<file path="config.mk">
export PLATFORM = sky130hd
export DESIGN_NAME = nrisc_boot_loader
export DESIGN_NICKNAME = d
export VERILOG_FILES = /design/src/rtl/nrisc_boot_loader.sv
export SDC_FILE = /design/constraint.sdc
export NUM_CORES = 1
export LEC_CHECK = 0
export CAP_MARGIN = 20
export CORE_UTILIZATION = 54
export DETAILED_ROUTE_END_ITERATION = 10
export PLACE_DENSITY = 0.82
export SLEW_MARGIN = 20
export SYNTH_ARGS = -nofsm -noshare
export SYNTH_HDL_FRONTEND = slang
export SYNTH_SLANG_ARGS = --single-unit
export TNS_END_PERCENT = 100
</file>
<file path="constraint.sdc">
create_clock -name Clock -period 2.5 [get_ports Clock]
set_input_delay 0.375 -clock Clock [delete_from_list [all_inputs] [get_ports Clock]]
set_output_delay 0.375 -clock Clock [all_outputs]
set_load 0.01 [all_outputs]
</file>
<file path="src/rtl/nrisc_boot_loader.sv">
// nRisc boot loader: framed byte stream to instr/data memory writes.
// Holds the core in reset until a RUN header is accepted.
module nrisc_boot_loader (
  input  logic       Clock,
  input  logic       Reset,
  input  logic       InValid,
  input  logic [7:0] InData,
  output logic       InReady,
  output logic       InstrWrite,
  output logic [7:0] InstrAddr,
  output logic [7:0] InstrData,
  output logic       DataWrite,
  output logic [7:0] DataAddr,
  output logic [7:0] DataData,
  output logic       CpuReset,
  output logic       Loaded,
  output logic       ChecksumError
);

  typedef enum logic [2:0] {
    S_HDR, S_ADDR, S_LEN, S_PAY,
    S_CSUM, S_RUN, S_ERR
  } state_t;

  state_t     state_q, state_d;
  logic       tgt_q, tgt_d;
  logic [7:0] ptr_q, ptr_d;
  logic [8:0] cnt_q, cnt_d;
  logic [7:0] acc_q, acc_d;
  logic       err_q, err_d;
  logic       iw_q, iw_d;
  logic [7:0] ia_q, ia_d;
  logic [7:0] id_q, id_d;
  logic       dw_q, dw_d;
  logic [7:0] da_q, da_d;
  logic [7:0] dd_q, dd_d;

  logic       fire;
  logic [7:0] sum;

  assign fire = InValid & InReady;
  assign sum  = acc_q + InData;

  // State and datapath registers; Reset abandons any frame in flight
  always_ff @(posedge Clock or posedge Reset) begin
    if (Reset) begin
      state_q <= S_HDR;
      tgt_q   <= 1'b0;
      ptr_q   <= 8'h00;
      cnt_q   <= 9'h000;
      acc_q   <= 8'h00;
      err_q   <= 1'b0;
      iw_q    <= 1'b0;
      ia_q    <= 8'h00;
      id_q    <= 8'h00;
      dw_q    <= 1'b0;
      da_q    <= 8'h00;
      dd_q    <= 8'h00;
    end else begin
      state_q <= state_d;
      tgt_q   <= tgt_d;
      ptr_q   <= ptr_d;
      cnt_q   <= cnt_d;
      acc_q   <= acc_d;
      err_q   <= err_d;
      iw_q    <= iw_d;
      ia_q    <= ia_d;
      id_q    <= id_d;
      dw_q    <= dw_d;
      da_q    <= da_d;
      dd_q    <= dd_d;
    end
  end

  // Next state: frame parsing, checksum and one-cycle write strobes
  always_comb begin
    state_d = state_q;
    tgt_d   = tgt_q;
    ptr_d   = ptr_q;
    cnt_d   = cnt_q;
    acc_d   = acc_q;
    err_d   = err_q;
    iw_d    = 1'b0;
    ia_d    = ia_q;
    id_d    = id_q;
    dw_d    = 1'b0;
    da_d    = da_q;
    dd_d    = dd_q;
    if (fire) begin
      case (state_q)
        S_HDR: begin
          if (InData == 8'h01 || InData == 8'h02) begin
            tgt_d   = (InData == 8'h01);
            state_d = S_ADDR;
          end else if (InData == 8'hFF) begin
            state_d = S_RUN;
          end else begin
            err_d   = 1'b1;
            state_d = S_ERR;
          end
        end
        S_ADDR: begin
          ptr_d   = InData;
          acc_d   = InData;
          state_d = S_LEN;
        end
        S_LEN: begin
          cnt_d   = (InData == 8'h00) ? 9'd256
                                      : {1'b0, InData};
          acc_d   = sum;
          state_d = S_PAY;
        end
        S_PAY: begin
          if (tgt_q) begin
            iw_d = 1'b1;
            ia_d = ptr_q;
            id_d = InData;
          end else begin
            dw_d = 1'b1;
            da_d = ptr_q;
            dd_d = InData;
          end
          ptr_d = ptr_q + 8'd1;
          cnt_d = cnt_q - 9'd1;
          acc_d = sum;
          if (cnt_q == 9'd1)
            state_d = S_CSUM;
        end
        S_CSUM: begin
          if (sum == 8'h00) begin
            state_d = S_HDR;
          end else begin
            err_d   = 1'b1;
            state_d = S_ERR;
          end
        end
        default: state_d = state_q;
      endcase
    end
  end

  // Outputs decoded from state plus registered write ports
  always_comb begin
    InReady       = (state_q != S_RUN);
    CpuReset      = (state_q != S_RUN);
    Loaded        = (state_q == S_RUN);
    ChecksumError = err_q;
    InstrWrite    = iw_q;
    InstrAddr     = ia_q;
    InstrData     = id_q;
    DataWrite     = dw_q;
    DataAddr      = da_q;
    DataData      = dd_q;
  end

endmodule

</file>
Word-level counts from Yosys, hierarchy flattened. Cells that the tools add are included.

Flip-flop bits (word level): 64. Input port bits: 11. Output and inout port bits: 38.

Add/subtract/negate cells: 3. Eq/ne operators: 14. Multiplexer cells: 19. Bitwise gates (word level): 2. Reduce and logical (&&, ||, !) cells: 18.

Operator list (number): 8-bit one-hot mux with 2 select lines (2); 9-bit one-hot mux with 2 select lines (1); 8-bit zero test (2); 3-bit one-hot mux with 5 select lines (1); 3-bit AND reduction (4); 9-bit by 1-bit == test with 1-bit output, second input constant (1); 1-bit two-way mux (9); 3-bit two-way mux (3); 9-bit two-way mux (1); 9-bit by 1-bit subtractor with 9-bit output, second input constant (1); 8-bit by 1-bit adder with 8-bit output, second input constant (1); 8-bit adder (1); 8-bit by 1-bit == test with 1-bit output, second input constant (1); 8-bit by 2-bit == test with 1-bit output, second input constant (1); 8-bit == test, second input constant (1); 2-bit inequality test, second input constant (4); 2-bit nonzero test (4); 3-bit by 2-bit == test with 1-bit output, second input constant (2); 3-bit == test, second input constant (2); 2-bit AND reduction (3); 5-bit AND reduction (1); 5-bit nonzero test (1); 3-bit by 1-bit == test with 1-bit output, second input constant (1); 3-bit zero test (1); other kinds (7) (7).

Longest topological paths before layout. Gate-level depths: netlist of the first run.

Depth in word-level cells: 4. Gate-level depth with buffers: 8. Mapped depth without buffers: 8.

Worst setup path before layout of the first run. No wires, ideal clock.

Path kind: in2reg. Start: in InData[0]. End: reg acc_q[6]. Library setup time: 125 ps. Arrival: 1989 ps. Slack: 386 ps. Stages: 8. Path buffers: 0. Path through: ha_1 fa_1 a211oi_1 o21bai_1 a21oi_1 xor2_1 o21ai_0 mux2_2.

Longest elaborated chain between the ends: 2.

RTL lines: start, declared (RTL line 7) `input logic [7:0] InData,`; 8-bit adder (RTL line 42) `assign sum = acc_q + InData;`; 8-bit one-hot mux with 2 select lines (RTL line 90) `case (state_q)`; end signal, assigned (RTL line 51) `acc_q <= 8'h00;`; end signal, assigned (RTL line 64) `acc_q <= acc_d;`; end, declared (RTL line 29) `logic [7:0] acc_q, acc_d;`.

Every way passes these cells. A chain may end at the register's enable or synchronous reset.

Worst setup path after layout of the first run.
Start: in InData[0]. End: reg state_q[2].

Longest elaborated chain between the ends: 4. Elaborated cells on any way between the ends: 8. Those cells by class: 1 x add/sub; 2 x eq/ne; 3 x mux; 2 x reduce/logical.

RTL lines: 8-bit adder, or another cell as far along (RTL line 42); 8-bit zero test / 1-bit logical OR (equally long branches) (RTL line 130, 92); 3-bit two-way mux (on tied branches) (RTL line 130, 92); 3-bit one-hot mux with 5 select lines * (RTL line 90); end signal, assigned (RTL line 60) `state_q <= state_d;`; end, declared (RTL line 25) `state_t state_q, state_d;`.

Every way passes the cells marked *; elsewhere a longest branch is shown, timed or not.

==> flow_summary_export.csv, run 1 <==
group,metric,value,unit
placed_design,port_buffers,48,
global_route,grt_max_degree,65,
worst_setup_path,path_max_fanout,3,
worst_setup_path,path_class,"input port to flop",
yosys,netlist_area,0.00336,mm2
clock_network,cts-root-buf,"clkbuf_8",
placed_design,dp_cells,448,
sta,fmax,409,MHz
finish,layout_commonest_cell,"dfrtp_1",
yosys,synthesis.nets,349,
yosys,synthFlopType,"dfrtp_1",
sta,setup_viol,0,
worst_setup_path,worst_setup_path_end_kind,"flop",
clock_network,cts_buffers,9,
finish,area_delta_synth_final,25.0,%
yosys,synth_top_area_share,47.6,%
placed_design,gp_congestion,0.863,
yosys,yosys_warnings,0,
yosys,yosysSeqAreaShare,47.6,%
drt,drtIter0Drc,305,
clock_network,cts.htree.levels,3,
yosys,ys_ff_latch,64,
finish,final_cell_mix,"dfrtp_1, clkdlybuf4s50_1, o21ai_0, nand2_1, mux2_2",
drt,num_vias,2770,
finish,final_cells,464,
worst_setup_path,crit_path_start_kind,"input port",
hold_path,hp-class,"input port to asynchronous set/reset pin",
sta,finClkSkew,0.00714,ns
die,rows,28,
yosys,synth_edf_count,0,
yosys,synth_area_leaders,"dfrtp_1, mux2_2, o21ai_0, ha_1, nand2_1",
clock_network,cts.sinks,64,
clock_network,insertion_delay,0.35,ns
finish,final_util,70.5,%
status,status,"finished clean",
clock_network,clk_pin_slew,0.08,ns
power,ir_worst_vdd,0.663,mV
clock_network,cts_tree,"done",
sta,drv_slew,0,
drt,antenna_left,0,
global_route,grt_usage,26.9,%
finish,final_cell_area,0.00420,mm2
die,dieWidth,80.9,um
placed_design,dpl-instance-area,0.00397,mm2
sta,max_slew_margin,51.0,%
sta,hold_viol,0,
finish,diodes,0,
power,cellPowerDensity,1100,mW/mm2
sta,fin_crit_sh,97.7,%
placed_design,place_hpwl,5.27,mm
global_route,grt_pass1_vias,2710,
clock_network,cts_buffer_depth,2,
clock_network,cts_setup_buffers,0,
yosys,synthCells,327,
worst_setup_path,cp_data_arrival_time,2.65,ns
global_route,grt_pass1_wl,13.1,mm
flow_run,cap_viol_max_count,0,
finish,multi_input_area,0.00162,mm2
sta,period_needed,2.44,ns
clock_network,hold_buffers,0,
yosys,ys_types,49,
finish,regArea,0.00160,mm2
finish,fill_cells,413,
die,core-area,0.00596,mm2
global_route,grt_overflow,0,
yosys,syn_area_per_cell,10.3,um2
drt,viasPerCell,5.97,
clock_network,cts_resized,0,
yosys,synthArstFlopShare,100,%
drt,drc,0,
drt,routedWlPerCell,17.1,um
yosys,yosys.area.top_type,"dfrtp_1",
global_route,antenna_found_initial,0,
worst_setup_path,cp.required,2.70,ns
die,dieArea,0.00655,mm2
power,static-leakage-power,1.86,nW
die,ioPinCount,49,
finish,drive_above_1_share,19.0,%
die,start_util,56.4,%
sta,worst_pin_slew,0.734,ns
drt,dr.pass1.iters,5,
die,die_h,80.9,um
finish,nets,406,
drt,routed_wirelength,7.94,mm
per-stage QoR:
| step | power (W) | hold WS (ns) | TNS (ns) | setup WS [ns] |
|---|---|---|---|---|
| 2_1_floorplan | 0.00288 | 0.448 | 0 | 0.386 |
| 3_3_place_gp | 0.00347 | 0.468 | -0.438 | -0.140 |
| 3_5_place_dp | 0.00357 | 0.474 | -0.953 | -0.271 |
| 4_1_cts | 0.00459 | 0.415 | 0 | 0.0917 |
| 5_1_grt | 0.00491 | 0.452 | -0.0471 | -0.0471 |
| 6_report | 0.00461 | 0.407 | 0 | 0.0575 |
path summary, 6_finish.rpt:
check | slack, ns | end | cells after the start | from
min reg2reg | 0.49 | ChecksumError | 1 | ChecksumError
max in group asynchronous | 1.81 | InstrData[7] | 3 | Reset
min in group Clock | 0.49 | ChecksumError | 1 | ChecksumError
max reg2reg | 0.15 | state_q[2] | 8 | acc_q[0]
max | 0.06 | state_q[2] | 9 | InData[0]
min | 0.41 | DataAddr[3] | 3 | Reset
logic make-up after synthesis:
kind of cell	synth area share [%]
AOI/OAI and AO/OA	15.2
xor gates and xnor gates	1.82
adders and majority gates	4.32
buffers and inverters	4.43
DFF	47.6
muxes	12.2
and+or+nand+nor	14.4
layout make-up:
type | count | share of cell area (%)
timing repair buffer | 66 | 15.0
clock buffer | 10 | 3.04
multi-input combinational | 234 | 38.6
inverter | 9 | 0.804
sequential | 64 | 38.1
tap | 75 | 2.23
clock inverter | 6 | 2.20
registers in the layout (all words and copies together), names as in the netlist:
register       cells
InstrData          8
ChecksumError      1
cnt_q              9
acc_q              8
DataData           8
DataAddr           8
ptr_q              8
InstrAddr          8
InstrWrite         1
tgt_q              1
DataWrite          1
state_q            3
report_power, final:
part | total [W] | switching, W | internal (W)
clock network | 0.000995 | 0.000429 | 0.000566
logic | 0.00193 | 0.000975 | 0.000954
registers | 0.00169 | 0.000308 | 0.00138
total | 0.00461 | 0.00171 | 0.00290
per-layer routing:
metal	share of wire [%]	track usage, %
met5	0	0
met4	2.4	13.2
met3	6.8	4.27
met2	47	42.9
met1	44	35.9
cells in the mapped netlist, types with 4 or more instances:
library cell / number
xor2_1: 5
mux2i_1: 6
nand2_1: 31
dfrtp_1: 64
nand3_1: 9
and3_1: 4
o22ai_1: 4
clkbuf_1: 8
a21oi_1: 19
ha_1: 10
nor2_1: 22
buf_2: 5
nor2b_1: 4
inv_1: 9
o21ai_0: 37
mux2_2: 31
buf_4: 5
worst max-delay path, stage by stage:
cell and delay [ns]:
clkdlybuf4s50_1 0.43, ha_1 0.24, fa_1 0.41, buf_4 0.16, xnor2_1 0.21, nand3_1 0.10
nor4_1 0.31, and3_1 0.27, a41oi_1 0.14
(Power assumes the default switching activity.)
==> run 2, diff against run 1 <==
--- a/config.mk
+++ b/config.mk
@@ -6,9 +6,11 @@
 export NUM_CORES = 1
 export LEC_CHECK = 0
 export CAP_MARGIN = 20
+export CORE_MARGIN = 8
 export CORE_UTILIZATION = 54
 export DETAILED_ROUTE_END_ITERATION = 10
 export PLACE_DENSITY = 0.82
+export SKIP_CTS_REPAIR_TIMING = 1
 export SLEW_MARGIN = 20
 export SYNTH_ARGS = -nofsm -noshare
 export SYNTH_HDL_FRONTEND = slang
==> run 2 against run 1 <==
  * Clock skew barely moved
  * Critical path depth did not move
  * Setup slack got worse by 0.0022 ns
  * Hold slack barely moved
  * First-iteration DRC count fell by 18%
  * Non-clock buffer count did not move
  * Flip-flop and latch count did not move
  * Fmax barely moved
  * Die area rose by 38%
  * Sequential power barely moved
  * Via count rose by 0.90%
  * Sequential share of layout area rose by 0.18 points
  * Critical path type unchanged
  * Critical endpoint unchanged
  * Largest cell class unchanged
==> flow_summary_export.csv, run 2 (synthesized netlist as in run 1, its figures left out) <==
group,metric,value,unit
finish,diodes,0,
placed_design,place_hpwl,5.94,mm
worst_setup_path,worst-path-buf-inv,2,
sta,fmax,409,MHz
placed_design,port_buffers,48,
sta,setup_tns,0,ns
clock_network,cts_buffers,9,
sta,drv_slew,0,
global_route,grt_pass1_vias,2831,
worst_setup_path,path_max_fanout,3,
drt,dr.pass1.iters,6,
global_route,grt_usage,19.7,%
sta,worst_pin_slew,0.663,ns
die,start_util,56.4,%
hold_path,hp-class,"input port to asynchronous set/reset pin",
drt,viasPerCell,6.02,
die,rows,28,
die,die_h,94.9,um
placed_design,gp_congestion,0.898,
clock_network,cts.htree.levels,3,
global_route,grt_max_degree,65,
sta,setup_viol,0,
placed_design,dp_cells,448,
clock_network,clk_pin_slew,0.07,ns
power,cellPowerDensity,1080,mW/mm2
finish,area_delta_synth_final,24.4,%
power,ir_worst_vdd,0.865,mV
flow_run,cap_viol_max_count,0,
finish,final_cells,464,
worst_setup_path,path_class,"input port to flop",
clock_network,cts-root-buf,"clkbuf_8",
finish,nets,406,
finish,fill_cells,448,
clock_network,cts_buffer_depth,2,
worst_setup_path,crit_path_start_kind,"input port",
drt,drc,0,
finish,final_cell_mix,"dfrtp_1, clkdlybuf4s50_1, o21ai_0, nand2_1, mux2_2",
worst_setup_path,worst_setup_path_end_kind,"flop",
die,core-area,0.00596,mm2
power,static-leakage-power,1.85,nW
sta,fin_crit_sh,97.8,%
finish,largest_reg_flops,9,
worst_setup_path,cp.required,2.70,ns
die,dieWidth,94.9,um
status,status,"finished clean",
finish,drive_above_1_share,19.3,%
drt,antenna_left,0,
die,dieArea,0.00901,mm2
drt,num_vias,2795,
global_route,grt_overflow,0,
sta,grt_setup_unrepaired,"false",
worst_setup_path,path_delay_family,"adder cells",
drt,routed_wirelength,8.55,mm
worst_setup_path,cp_data_arrival_time,2.64,ns
clock_network,cts.sinks,64,
sta,max_slew_margin,55.7,%
worst_setup_path,cp_slowest_cell,"fa_1",
worst_setup_path,slowest_delay,0.43,ns
sta,hold_viol,0,
global_route,grt_pass1_wl,13.9,mm
finish,layout_commonest_cell,"dfrtp_1",
global_route,antenna_found_initial,0,
drt,routedWlPerCell,18.4,um
worst_setup_path,crit_chain,"clkdlybuf4s50_1, ha_1, fa_1, buf_4, xnor2_1, nand3_1, nor4_1, and3_1, a41oi_1",
sta,period_needed,2.44,ns
sta,finClkSkew,0.00737,ns
clock_network,cts_tree,"done",
drt,drtIter0Drc,249,
finish,regMostFlops,"cnt_q",
die,ioPinCount,49,
clock_network,insertion_delay,0.34,ns
[run 2: worst reg2reg max path, cell delays in order (launching register included)]
cell and delay, ns:
dfrtp_1 0.40, ha_1 0.23, fa_1 0.43, buf_4 0.16, xnor2_1 0.24, nand3_1 0.12
nor4_1 0.29, and3_1 0.25, a41oi_1 0.12
[run 2: through the flow]
step	hold WS (ns)	power, W	utilization, %	setup WS [ns]	instance area, um2
floorplan	0.448	0.00288	-	0.386	3360
global placement	0.466	0.00347	66.6	-0.157	3970
detailed placement	0.468	0.00359	66.6	-0.242	3970
CTS	0.415	0.00451	70.0	0.0610	4170
global route	0.462	0.00480	70.2	0.0156	4180
finish	0.407	0.00454	70.2	0.0552	4180
[run 2: power breakdown]
part           leakage (nW)  internal, W  switching (W)
logic                 0.932     0.000941        0.00100
clock network        0.0993     0.000486       0.000415
registers             0.817      0.00138       0.000310
total                  1.85      0.00281        0.00173
[run 2: final timing paths]
path / start / to / slack, ns / cells past startpoint
hold / removal: Reset / DataAddr[4] / 0.41 / 3
setup reg to reg: acc_q[0] / state_q[2] / 0.13 / 8
max in group asynchronous: Reset / acc_q[6] / 1.82 / 3
setup / recovery: InData[0] / state_q[2] / 0.06 / 9
hold reg to reg: ChecksumError / ChecksumError / 0.49 / 1
min in group Clock: ChecksumError / ChecksumError / 0.49 / 1
[run 2: layer usage]
metal	up-vias	share of wire, %	GRT usage [%]
li1	1277	-	-
met1	1383	41	23.2
met2	113	49	32.4
met3	22	7.1	5.79
met4	0	2.3	9.23
met5	-	0	0
[run 2: area by class of cell]
| cell class | count | area [um2] | area share, % |
|---|---|---|---|
| clock inverter | 5 | 56.3 | 1.35 |
| clock buffer | 11 | 141 | 3.38 |
| inverter | 9 | 33.8 | 0.808 |
| tap | 75 | 93.8 | 2.24 |
| multi-input combinational | 234 | 1630 | 38.9 |
| sequential | 64 | 1600 | 38.3 |
| timing repair buffer | 66 | 628 | 15.0 |
==> run 3, diff against run 2 <==
--- a/config.mk
+++ b/config.mk
@@ -5,10 +5,11 @@
 export SDC_FILE = /design/constraint.sdc
 export NUM_CORES = 1
 export LEC_CHECK = 0
-export CAP_MARGIN = 20
 export CORE_MARGIN = 8
 export CORE_UTILIZATION = 54
+export CTS_CLUSTER_DIAMETER = 80
 export DETAILED_ROUTE_END_ITERATION = 10
+export GPL_TIMING_DRIVEN = 1
 export PLACE_DENSITY = 0.82
 export SKIP_CTS_REPAIR_TIMING = 1
 export SLEW_MARGIN = 20
==> results of run 3 <==
The final DEF is identical to that of run 2; final timing and power are the same.
